--- config.mk ---
export PLATFORM = sky130hd
export DESIGN_NAME = flex_counter_mc
export DESIGN_NICKNAME = d
export VERILOG_FILES = /design/src/rtl/flex_counter_pkg.sv /design/src/rtl/flex_counter_ch.sv /design/src/rtl/flex_counter_mc.sv
export SDC_FILE = /design/constraint.sdc
export NUM_CORES = 1
export LEC_CHECK = 0
export CAP_MARGIN = 20
export CORE_MARGIN = 5
export CORE_UTILIZATION = 30
export DETAILED_ROUTE_END_ITERATION = 8
export HOLD_SLACK_MARGIN = 0.12
export PLACE_DENSITY = 0.48
export SYNTH_ARGS = -nofsm -noshare
export SYNTH_HDL_FRONTEND = slang
export SYNTH_SLANG_ARGS = --single-unit
--- constraint.sdc ---
create_clock -name clk -period 5.2 [get_ports clk]
set_input_delay 1.04 -clock clk [delete_from_list [all_inputs] [get_ports clk]]
set_output_delay 1.04 -clock clk [all_outputs]
set_load 0.01 [all_outputs]
--- src/rtl/flex_counter_pkg.sv ---
// Shared types and constants for the multi-channel flexible counter.
// The mode encoding is split into a direction bit and a one-shot bit.
package flex_counter_pkg;

    typedef enum logic [1:0] {
        UP_WRAP      = 2'b00,
        UP_ONESHOT   = 2'b01,
        DOWN_WRAP    = 2'b10,
        DOWN_ONESHOT = 2'b11
    } cnt_mode_t;

    localparam int MODE_DOWN_BIT    = 1;
    localparam int MODE_ONESHOT_BIT = 0;

endpackage

--- src/rtl/flex_counter_ch.sv ---
// One counter channel: clear > load > step > hold, with wrap/one-shot,
// up/down modes, a registered terminal-count flag and a sticky done flag.
module flex_counter_ch
    import flex_counter_pkg::*;
#(
    parameter int SIZE = 4
) (
    input  logic            clk,
    input  logic            n_rst,
    input  logic            step,
    input  logic            clear,
    input  logic            load,
    input  logic [SIZE-1:0] load_val,
    input  cnt_mode_t       mode,
    input  logic [SIZE-1:0] rollover_val,
    output logic [SIZE-1:0] count_out,
    output logic            tc_flag,
    output logic            done
);

    logic [1:0]      mode_bits;
    logic            is_down;
    logic            is_oneshot;
    logic            r_zero;
    logic [SIZE-1:0] term_val;
    logic [SIZE-1:0] step_val;
    logic [SIZE-1:0] next_count;

    assign mode_bits  = mode;
    assign is_down    = mode_bits[MODE_DOWN_BIT];
    assign is_oneshot = mode_bits[MODE_ONESHOT_BIT];
    assign r_zero     = (rollover_val == '0);

    // NOTE: every always_comb output gets a default first, so no path can infer a latch.
    always_comb begin
        term_val = rollover_val;
        step_val = count_out;
        if (r_zero) begin
            term_val = '0;
            step_val = '0;
        end else if (is_down) begin
            term_val = SIZE'(1);
            if (is_oneshot && count_out == SIZE'(1))
                step_val = count_out;
            else if (count_out <= SIZE'(1) || count_out > rollover_val)
                step_val = rollover_val;
            else
                step_val = count_out - SIZE'(1);
        end else begin
            if (is_oneshot && count_out == rollover_val)
                step_val = count_out;
            else if (count_out >= rollover_val)
                step_val = SIZE'(1);
            else
                step_val = count_out + SIZE'(1);
        end
    end

    always_comb begin
        next_count = count_out;
        if (clear)
            next_count = '0;
        else if (load)
            next_count = load_val;
        else if (step)
            next_count = step_val;
    end

    // NOTE: sequential state uses non-blocking assignments so every register samples pre-edge values.
    always_ff @(posedge clk) begin
        if (!n_rst) begin
            count_out <= '0;
            tc_flag   <= 1'b0;
            done      <= 1'b0;
        end else begin
            count_out <= next_count;
            tc_flag   <= (next_count == term_val) & ~clear;
            if (clear || load)
                done <= 1'b0;
            else if (is_oneshot && !r_zero && next_count == term_val)
                done <= 1'b1;
        end
    end

endmodule

--- src/rtl/flex_counter_mc.sv ---
// Multi-channel flexible counter: a shared prescaler produces a registered
// tick that qualifies each channel's count enable.
module flex_counter_mc
    import flex_counter_pkg::*;
#(
    parameter int SIZE    = 4,
    parameter int NUM_CH  = 2,
    parameter int PRESC_W = 4
) (
    input  logic                         clk,
    input  logic                         n_rst,
    input  logic                         global_en,
    input  logic [PRESC_W-1:0]           prescale_val,
    input  logic [NUM_CH-1:0]            clear,
    input  logic [NUM_CH-1:0]            load,
    input  logic [NUM_CH-1:0][SIZE-1:0]  load_val,
    input  logic [NUM_CH-1:0]            count_enable,
    input  logic [NUM_CH-1:0][1:0]       mode,
    input  logic [NUM_CH-1:0][SIZE-1:0]  rollover_val,
    output logic [NUM_CH-1:0][SIZE-1:0]  count_out,
    output logic [NUM_CH-1:0]            tc_flag,
    output logic [NUM_CH-1:0]            done,
    output logic                         tick
);

    logic [PRESC_W-1:0] presc;

    // Wrapping on >= lets a lowered prescale_val take effect on the next cycle.
    always_ff @(posedge clk) begin
        if (!n_rst) begin
            presc <= '0;
            tick  <= 1'b0;
        end else if (global_en) begin
            if (presc >= prescale_val) begin
                presc <= '0;
                tick  <= 1'b1;
            end else begin
                presc <= presc + PRESC_W'(1);
                tick  <= 1'b0;
            end
        end else begin
            tick <= 1'b0;
        end
    end

    for (genvar i = 0; i < NUM_CH; i++) begin : g_ch
        flex_counter_ch #(
            .SIZE(SIZE)
        ) u_ch (
            .clk          (clk),
            .n_rst        (n_rst),
            .step         (count_enable[i] & tick),
            .clear        (clear[i]),
            .load         (load[i]),
            .load_val     (load_val[i]),
            .mode         (cnt_mode_t'(mode[i])),
            .rollover_val (rollover_val[i]),
            .count_out    (count_out[i]),
            .tc_flag      (tc_flag[i]),
            .done         (done[i])
        );
    end

endmodule

==> results of run 1 <==
[state kept, by name (all words and copies together), names as in the netlist]
register and flops:
g_ch.u_ch.count_out 8, tick 1, g_ch.u_ch.tc_flag 2, g_ch.u_ch.done 2
presc 4
[metal layers]
metal | up-vias | wire length (um) | part of all wire (%) | global-route usage (%)
met5 | - | 0 | 0 | 0
met4 | 0 | 89 | 1.3 | 2.982
met3 | 9 | 336 | 4.8 | 2.297
met2 | 67 | 3427 | 49 | 25.41
met1 | 1138 | 3125 | 45 | 18.28
li1 | 1236 | - | - | -
[placed cells by master, fill, tap and decap left out, types with 4 or more instances in the layout]
master / count
sky130_fd_sc_hd__nand2_1: 19
sky130_fd_sc_hd__xor2_1: 6
sky130_fd_sc_hd__o21ai_0: 17
sky130_fd_sc_hd__a211oi_1: 4
sky130_fd_sc_hd__dfxtp_1: 17
sky130_fd_sc_hd__a21o_1: 7
sky130_fd_sc_hd__mux2i_1: 8
sky130_fd_sc_hd__a21oi_1: 20
sky130_fd_sc_hd__o211ai_1: 6
sky130_fd_sc_hd__nor2b_1: 6
sky130_fd_sc_hd__clkdlybuf4s50_1: 45
sky130_fd_sc_hd__nand3_1: 13
sky130_fd_sc_hd__and2_1: 5
sky130_fd_sc_hd__a31oi_1: 4
sky130_fd_sc_hd__nor2_1: 28
sky130_fd_sc_hd__nor3_1: 10
sky130_fd_sc_hd__nor4_1: 4
sky130_fd_sc_hd__inv_1: 23
sky130_fd_sc_hd__ha_1: 19
sky130_fd_sc_hd__nand2b_1: 10
sky130_fd_sc_hd__nand4_1: 4
[final cells by class]
cell class	count	area share, %
sequential	17	12.01
tap	99	4.373
timing repair buffer	45	15.90
clock buffer	4	1.590
inverter	23	3.048
multi-input combinational	259	63.07
[power breakdown]
part	switching (mW)	internal, mW
Clock	0.0417	0.0542
Sequential	0.0103	0.135
Combinational	0.0889	0.0788
[cell families after synthesis]
group                      Yosys count
muxes                                8
and+or+nand+nor                    125
adders and majority gates           19
buffers and inverters               38
xor gates and xnor gates             9
DFF                                 17
AOI/OAI and AO/OA                   98
[worst register-to-register path: cells and delay by family (launching register included)]
family | cells | cell delay [ns]
AOI/OAI and AO/OA | 3 | 0.61
xor gates and xnor gates | 1 | 0.21
adders and majority gates | 1 | 0.32
buffers and inverters | 1 | 0.18
DFF | 1 | 0.61
and+or+nand+nor | 3 | 0.99
[how the worst max path moves through the flow]
| stage | endpoint | depth (start not counted) | start | slack (ns) |
|---|---|---|---|---|
| 6_report | g_ch[1].u_ch.done$_SDFFE_PP0P_ | 11 | rollover_val[7] | 1.42 |
| 5_1_grt | g_ch[1].u_ch.done$_SDFFE_PP0P_ | 11 | rollover_val[7] | 1.24 |
| 4_1_cts | g_ch[1].u_ch.done$_SDFFE_PP0P_ | 11 | rollover_val[7] | 1.43 |
| 3_5_place_dp | g_ch[1].u_ch.done$_SDFFE_PP0P_ | 11 | rollover_val[7] | 1.16 |
| 3_3_place_gp | g_ch[1].u_ch.done$_SDFFE_PP0P_ | 11 | rollover_val[7] | 1.19 |
| 2_1_floorplan | g_ch[0].u_ch.done$_SDFFE_PP0P_ | 10 | rollover_val[1] | 1.95 |
==> Implementation_results.wiki, run 1 <==
{| class="wikitable"
! Metric !! Value
|-
| Status || finished clean
|-
| Non-filler cells, final || 447
|-
| Sort of element at the end of the critical path || register
|-
| Minimum setup slack in the final design || 1.423 ns
|-
| Placed instance area || 2788 um^2
|-
| Reported max-cap violation count || 0
|-
| Post-synthesis simple-gate area fraction || 29.79%
|-
| Multiplexer share of the synthesized area || 3.492%
|-
| Count of buffering cells on the critical path with inverters included || 2
|-
| Worst setup SP type || input port
|-
| Warnings, synthesis || 0
|-
| Total via count after detailed routing || 2,450
|-
| Min-Delay Path Depth || 2
|-
| Endpoints failing hold || 0
|-
| Global-route wire length before repair || 11,610 um
|-
| Share of synthesized registers carrying an async set or reset || 0%
|-
| Starting density of the core || 31.29%
|-
| Library cell with the highest instance count after synthesis || sky130_fd_sc_hd__nor2_1
|-
| DR DRC count || 0
|-
| Total iterations of the first detailed-routing run || 4
|-
| Peak supply drop || 88.63 uV
|-
| List of most frequent post-synthesis cells || 28 x sky130_fd_sc_hd__nor2_1, 23 x sky130_fd_sc_hd__inv_1, 20 x sky130_fd_sc_hd__a21oi_1
|-
| Avg Synthesized Cell Area || 7.304 um^2
|-
| Die H || 97.44 um
|-
| Worst setup timing slack at the placement stage || 1.160 ns
|-
| Clock sink count || 17
|-
| Slew Viols, Final || 0
|-
| Vias per cell || 5.481
|-
| Final instance area || 2833 um^2
|-
| Leak Pwr || 1.134 nW
|-
| Portion of the clock cycle consumed by the worst path in the final layout || 72.63%
|-
| Post-synthesis cell area || 2293 um^2
|-
| TritonCTS Buffers || 3
|-
| HPWL Detailed || 5620 um
|-
| Sequential Area || 340.3 um^2
|-
| Post-synthesis cell type count || 66
|-
| Number of nets with antenna violations after routing || 0
|-
| Number of hold-repair buffers added at the cts stage || 0
|-
| Maximum buffer depth of the clock tree || 2
|-
| Vias in the first global route || 2,437
|-
| Io pins || 46
|-
| Reg-to-reg startpoint || g_ch[0].u_ch.count_out[0]$_SDFF_PN0_
|-
| Maximum cell stage delay along the critical path || 0.54 ns
|-
| Post-CTS Setup Bufs || 0
|-
| Destination of the worst hold path || g_ch[0].u_ch.done$_SDFFE_PP0P_
|-
| Register clock-pin slew on the reported worst setup and hold paths || 0.06 ns
|-
| Type of the most critical hold path || reg2reg
|-
| Routed len/inst || 15.61 um
|-
| DIE AREA || 9494 um^2
|-
| Antenna Cells || 0
|-
| Data arrival time of the critical path || 3.90 ns
|-
| Worst Path Max Fanout || 5
|-
| Setup_tns || 0 ns
|-
| Min Hold Slack || 0.4689 ns
|-
| Area used by multi-input combinational logic || 1787 um^2
|-
| Final Power || 0.4089 mW
|-
| Gates resized, CTS repair || 0
|-
| WL final || 6977 um
|-
| Total of flip-flops plus latches after synthesis || 17
|-
| Global-route usage over all layers || 14.35%
|-
| Synth Area in XOR/XNOR || 3.437%
|-
| Max-slew headroom at the worst pin || 61.35%
|-
| Min-Delay Startpoint || g_ch[0].u_ch.done$_SDFFE_PP0P_
|-
| Critical path required time || 5.32 ns
|-
| Complex-gate fraction of the synthesized area || 30.82%
|-
| Htree depth || 1
|-
| Crit Path Class || in2reg
|-
| Maximum number of pins on one net before global-route repair || 17
|-
| Fmax || 0.2648 GHz
|-
| Total instance count after detailed placement || 443
|-
| Number of flops mapped to enable cells by yosys || 0
|-
| Post-synthesis net count || 366
|-
| Nets || 401
|-
| Minimum clock period || 3.777 ns
|-
| Clock tree from TritonCTS || yes
|-
| Depth of the worst register-to-register path || 9
|-
| Ys flop type || sky130_fd_sc_hd__dfxtp_1
|-
| Fraction of the yosys area taken by sequential cells || 14.84%
|-
| Layout overhead on the synthesized area || 23.51%
|-
| Chain of cells forming the critical path || clkdlybuf4s50_1, inv_1, ha_1, a21oi_1, o31ai_1, o211a_1, a2111oi_1, or2_2, nor3_1, a211oi_1, o31ai_2
|-
| Combinational family with the most area after synthesis || compound AO/OA/AOI/OAI gates
|-
| Slack of the worst reg-to-reg path || 2.16 ns
|-
| Library cell occupying the most area in the post-synthesis netlist || sky130_fd_sc_hd__dfxtp_1
|-
| Endpoint of the worst-slack reg-to-reg timing path || g_ch[0].u_ch.done$_SDFFE_PP0P_
|-
| Filler cell count || 791
|-
| Layout cells sized above 1 || 4.310%
|-
| Number of standard cells after synthesis || 314
|-
| Antenna violations before repair || 0
|-
| Tightest Pin Transition || 0.5744 ns
|-
| Worst-Skew Late Latency || 0.24 ns
|-
| Area share of the leading cell type in the synthesized netlist || 14.84%
|-
| Top cells by area, synth || sky130_fd_sc_hd__dfxtp_1 15%, sky130_fd_sc_hd__ha_1 10%, sky130_fd_sc_hd__nor2_1 4.6%, sky130_fd_sc_hd__a21oi_1 4.4%, sky130_fd_sc_hd__inv_1 3.8%
|-
| Final setup vio count || 0
|-
| Gpl congestion || 0.9210
|-
| Setup repair after global routing missed its margin || no
|-
| Library cell contributing the largest single delay on the critical path || sky130_fd_sc_hd__clkdlybuf4s50_1
|-
| Clock tree root buffer cell || sky130_fd_sc_hd__clkbuf_8
|-
| Number of DRC markers in iteration 0 || 84
|-
| Util after Layout || 38.64%
|-
| Pwr per Cell Area || 144.3 nW/um^2
|-
| Synth Area in Adders || 10.37%
|-
| Placeable core region || 7331 um^2
|-
| Die Span X || 97.44 um
|-
| Remaining global-route overflow || 0
|-
| Std cell rows || 31
|-
| Quantity of I/O buffers inserted on ports || 45
|-
| Worst Skew || 0.0008097 ns
|-
| Kind of cell adding the most delay to the critical path || compound AO/OA/AOI/OAI gates
|}
Power figures use the tool's default switching activity.
==> run 2: changes to the inputs <==
--- a/config.mk
+++ b/config.mk
@@ -10,7 +10,7 @@
 export CORE_UTILIZATION = 30
 export DETAILED_ROUTE_END_ITERATION = 8
 export HOLD_SLACK_MARGIN = 0.12
-export PLACE_DENSITY = 0.48
+export PLACE_DENSITY = 0.5
 export SYNTH_ARGS = -nofsm -noshare
 export SYNTH_HDL_FRONTEND = slang
 export SYNTH_SLANG_ARGS = --single-unit
==> constraint.sdc (replaced) <==
create_clock -name clk -period 3.2 [get_ports clk]
set_input_delay 0.64 -clock clk [delete_from_list [all_inputs] [get_ports clk]]
set_output_delay 0.64 -clock clk [all_outputs]
set_load 0.01 [all_outputs]
==> Implementation_results.wiki, run 2 (synthesis results as in run 1) <==
{| class="wikitable"
! Metric !! Value
|-
| Status || finished clean (unchanged)
|-
| Die Span X || 97.44 um (unchanged)
|-
| Final instance area || 3294 um^2 (was 2833 um^2)
|-
| WL final || 7652 um (was 6977 um)
|-
| Type of the most critical hold path || reg2reg (unchanged)
|-
| Vias per cell || 5.488 (was 5.481)
|-
| Maximum number of pins on one net before global-route repair || 16 (was 17)
|-
| Chain of cells forming the critical path || clkdlybuf4s50_1, inv_1, ha_1, nor2b_1, o211a_1, o211a_1, a2111oi_2, buf_4, o21ai_0, a211oi_2, a211oi_2, o31ai_2 (was clkdlybuf4s50_1, inv_1, ha_1, a21oi_1, o31ai_1, o211a_1, a2111oi_1, or2_2, nor3_1, a211oi_1, o31ai_2)
|-
| Worst setup startpoint || rollover_val[5] (was rollover_val[7])
|-
| Global-route usage over all layers || 15.29% (was 14.35%)
|-
| Maximum buffer depth of the clock tree || 2 (unchanged)
|-
| DIE AREA || 9494 um^2 (unchanged)
|-
| Routed len/inst || 15.43 um (was 15.61 um)
|-
| Reg with most FFs || g_ch.u_ch.count_out (unchanged)
|-
| Portion of the clock cycle consumed by the worst path in the final layout || 96.38%
|-
| Quantity of I/O buffers inserted on ports || 45 (unchanged)
|-
| Vias in the first global route || 2,607 (was 2,437)
|-
| Sort of element at the end of the critical path || register (unchanged)
|-
| Layout overhead on the synthesized area || 43.64% (was 23.51%)
|-
| Highest-count cells in the layout ignoring fill and taps || 49 x sky130_fd_sc_hd__buf_4, 45 x sky130_fd_sc_hd__clkdlybuf4s50_1, 28 x sky130_fd_sc_hd__nor2_1, 23 x sky130_fd_sc_hd__inv_1, 19 x sky130_fd_sc_hd__nand2_1 (was 45 x sky130_fd_sc_hd__clkdlybuf4s50_1, 28 x sky130_fd_sc_hd__nor2_1, 23 x sky130_fd_sc_hd__inv_1, 20 x sky130_fd_sc_hd__a21oi_1)
|-
| Die H || 97.44 um (unchanged)
|-
| Io pins || 46 (unchanged)
|-
| Min Hold Slack || 0.4757 ns (was 0.4689 ns)
|-
| Tightest Pin Transition || 0.4991 ns (was 0.5744 ns)
|-
| Worst setup timing slack at the placement stage || -0.1980 ns (was 1.160 ns)
|-
| Clock sink count || 17 (unchanged)
|-
| Minimum setup slack in the final design || 0.1159 ns (was 1.423 ns)
|-
| Antenna Cells || 0 (unchanged)
|-
| Commonest non-fill, non-tap cell in the layout || sky130_fd_sc_hd__buf_4 (was sky130_fd_sc_hd__clkdlybuf4s50_1)
|-
| Number of hold-repair buffers added at the cts stage || 0 (unchanged)
|-
| Gpl congestion || 0.9060 (was 0.9210)
|-
| Placed instance area || 3156 um^2 (was 2788 um^2)
|-
| Critical path required time || 3.37 ns (was 5.32 ns)
|-
| Maximum cell stage delay along the critical path || 0.50 ns (was 0.54 ns)
|-
| Relative contribution of combinational cells to total power || 47.6% (was 41.0%)
|-
| Top Registers || g_ch.u_ch.count_out: 8 flops, presc: 4 flops (unchanged)
|-
| Data arrival time of the critical path || 3.25 ns (was 3.90 ns)
|-
| Sequential share of power || 30.8% (was 35.5%)
|-
| Std cell rows || 31 (unchanged)
|-
| Global-route wire length before repair || 12,250 um (was 11,610 um)
|-
| Reported max-cap violation count || 0 (unchanged)
|-
| Max reg flops || 8 (unchanged)
|-
| Internal power contribution || 0.4796 mW (was 0.2679 mW)
|-
| Htree depth || 1 (unchanged)
|-
| Remaining global-route overflow || 0 (unchanged)
|-
| Kind of cell adding the most delay to the critical path || compound AO/OA/AOI/OAI gates (unchanged)
|-
| Number of nets with antenna violations after routing || 0 (unchanged)
|-
| Total iterations of the first detailed-routing run || 5 (was 4)
|-
| Clock tree from TritonCTS || yes (unchanged)
|-
| Net switching power || 0.2554 mW (was 0.1410 mW)
|-
| Worst Skew || 0.003035 ns (was 0.0008097 ns)
|-
| TritonCTS Buffers || 3 (unchanged)
|-
| Count of buffering cells on the critical path with inverters included || 3 (was 2)
|-
| Crit Path Class || in2reg (unchanged)
|-
| Total via count after detailed routing || 2,722 (was 2,450)
|-
| Library cell contributing the largest single delay on the critical path || sky130_fd_sc_hd__clkdlybuf4s50_1 (unchanged)
|-
| Worst-Skew Late Latency || 0.25 ns (was 0.24 ns)
|-
| HPWL Detailed || 6141 um (was 5620 um)
|-
| Layout cells sized above 1 || 19.65% (was 4.310%)
|-
| Slew Viols, Final || 0 (unchanged)
|-
| Worst setup SP type || input port (unchanged)
|-
| Leak Pwr || 1.389 nW (was 1.134 nW)
|-
| Placeable core region || 7331 um^2 (unchanged)
|-
| Register clock-pin slew on the reported worst setup and hold paths || 0.07 ns (was 0.06 ns)
|-
| Antenna violations before repair || 0 (unchanged)
|-
| Clock share of power || 21.6% (was 23.5%)
|-
| Min-Delay Startpoint || g_ch[0].u_ch.done$_SDFFE_PP0P_ (unchanged)
|-
| Max-slew headroom at the worst pin || 66.45% (was 61.35%)
|-
| Worst Path Max Fanout || 3 (was 5)
|-
| Final setup vio count || 0 (unchanged)
|-
| Fmax || 0.3242 GHz
|-
| DR DRC count || 0 (unchanged)
|-
| Minimum clock period || 3.084 ns
|-
| Nets || 450 (was 401)
|-
| Endpoints failing hold || 0 (unchanged)
|-
| Peak supply drop || 116.2 uV (was 88.63 uV)
|-
| Number of DRC markers in iteration 0 || 103 (was 84)
|-
| Clock tree root buffer cell || sky130_fd_sc_hd__clkbuf_8 (unchanged)
|-
| Share of total power consumed by net switching || 34.75% (was 34.48%)
|-
| Reg-to-reg startpoint || g_ch[1].u_ch.count_out[1]$_SDFF_PN0_ (was g_ch[0].u_ch.count_out[0]$_SDFF_PN0_)
|-
| Starting density of the core || 31.29% (unchanged)
|-
| Pwr per Cell Area || 223.1 nW/um^2 (was 144.3 nW/um^2)
|-
| Final Power || 0.7349 mW (was 0.4089 mW)
|}
## run 2: cell types whose count changed in the layout (fill, tap and decap cells not counted), moves of 2 or more
cell                      before  now
sky130_fd_sc_hd__buf_4         0   49
sky130_fd_sc_hd__a21oi_1      20   17
sky130_fd_sc_hd__a21oi_2       0    3
sky130_fd_sc_hd__nor4_1        4    2
## run 2: layout make-up
class	instances	area (um^2)
flip-flops and latches	17	340.3
clock inverters	1	5.005
clock buffers	3	41.29
inverters	23	86.33
repair buffers	94	818.3
multi-input cells	259	1879
fillers	731	4036
well taps	99	123.9
## run 2: worst paths after layout
| kind | slack [ns] | end | depth (start not counted) |
|---|---|---|---|
| worst max-delay path | 0.12 | g_ch[1].u_ch.done$_SDFFE_PP0P_ | 12 |
| worst min-delay path | 0.48 | g_ch[0].u_ch.done$_SDFFE_PP0P_ | 2 |
| worst max register to register | 0.47 | g_ch[1].u_ch.done$_SDFFE_PP0P_ | 11 |
| worst min register to register | 0.48 | g_ch[0].u_ch.done$_SDFFE_PP0P_ | 2 |
## run 2: metrics by stage
stage,cells,setup TNS [ns],util (%)
floorplan,314,0,-
global placement,492,-0.6104,43.04
detailed placement,492,-0.6204,43.04
CTS,496,0,43.68
global route,496,-0.007976,44.94
finish,496,0,44.94
## run 2: power by group through the flow
stage               sequential (mW)  clock (mW)  combinational, mW
global route                  0.227       0.174              0.382
CTS                           0.226       0.168              0.329
floorplan                     0.233           0              0.176
detailed placement            0.231           0              0.328
global placement              0.232           0              0.330
finish                        0.227       0.159              0.350
## run 2: metal layers
layer | share of wire [%] | routed length (um) | global-route usage [%] | vias up
li1 | - | - | - | 1341
met1 | 44 | 3376 | 18.75 | 1247
met2 | 47 | 3562 | 26.09 | 105
met3 | 4.8 | 366 | 2.225 | 29
met4 | 4.5 | 347 | 7.242 | 0
met5 | 0 | 0 | 0 | -
## run 2: timing repair
item,CTS,global route
gates resized for setup,0,16
buffers inserted,0,0
setup endpoints to repair,0,4
## run 2: worst reg2reg max path, delay by kind of cell, from the launching register on
family                     cells  cell delay [ns]
and+or+nand+nor                3             0.65
buffers and inverters          2             0.33
DFF                            1             0.38
muxes                          1             0.14
adders and majority gates      1             0.24
AOI/OAI and AO/OA              4             0.92
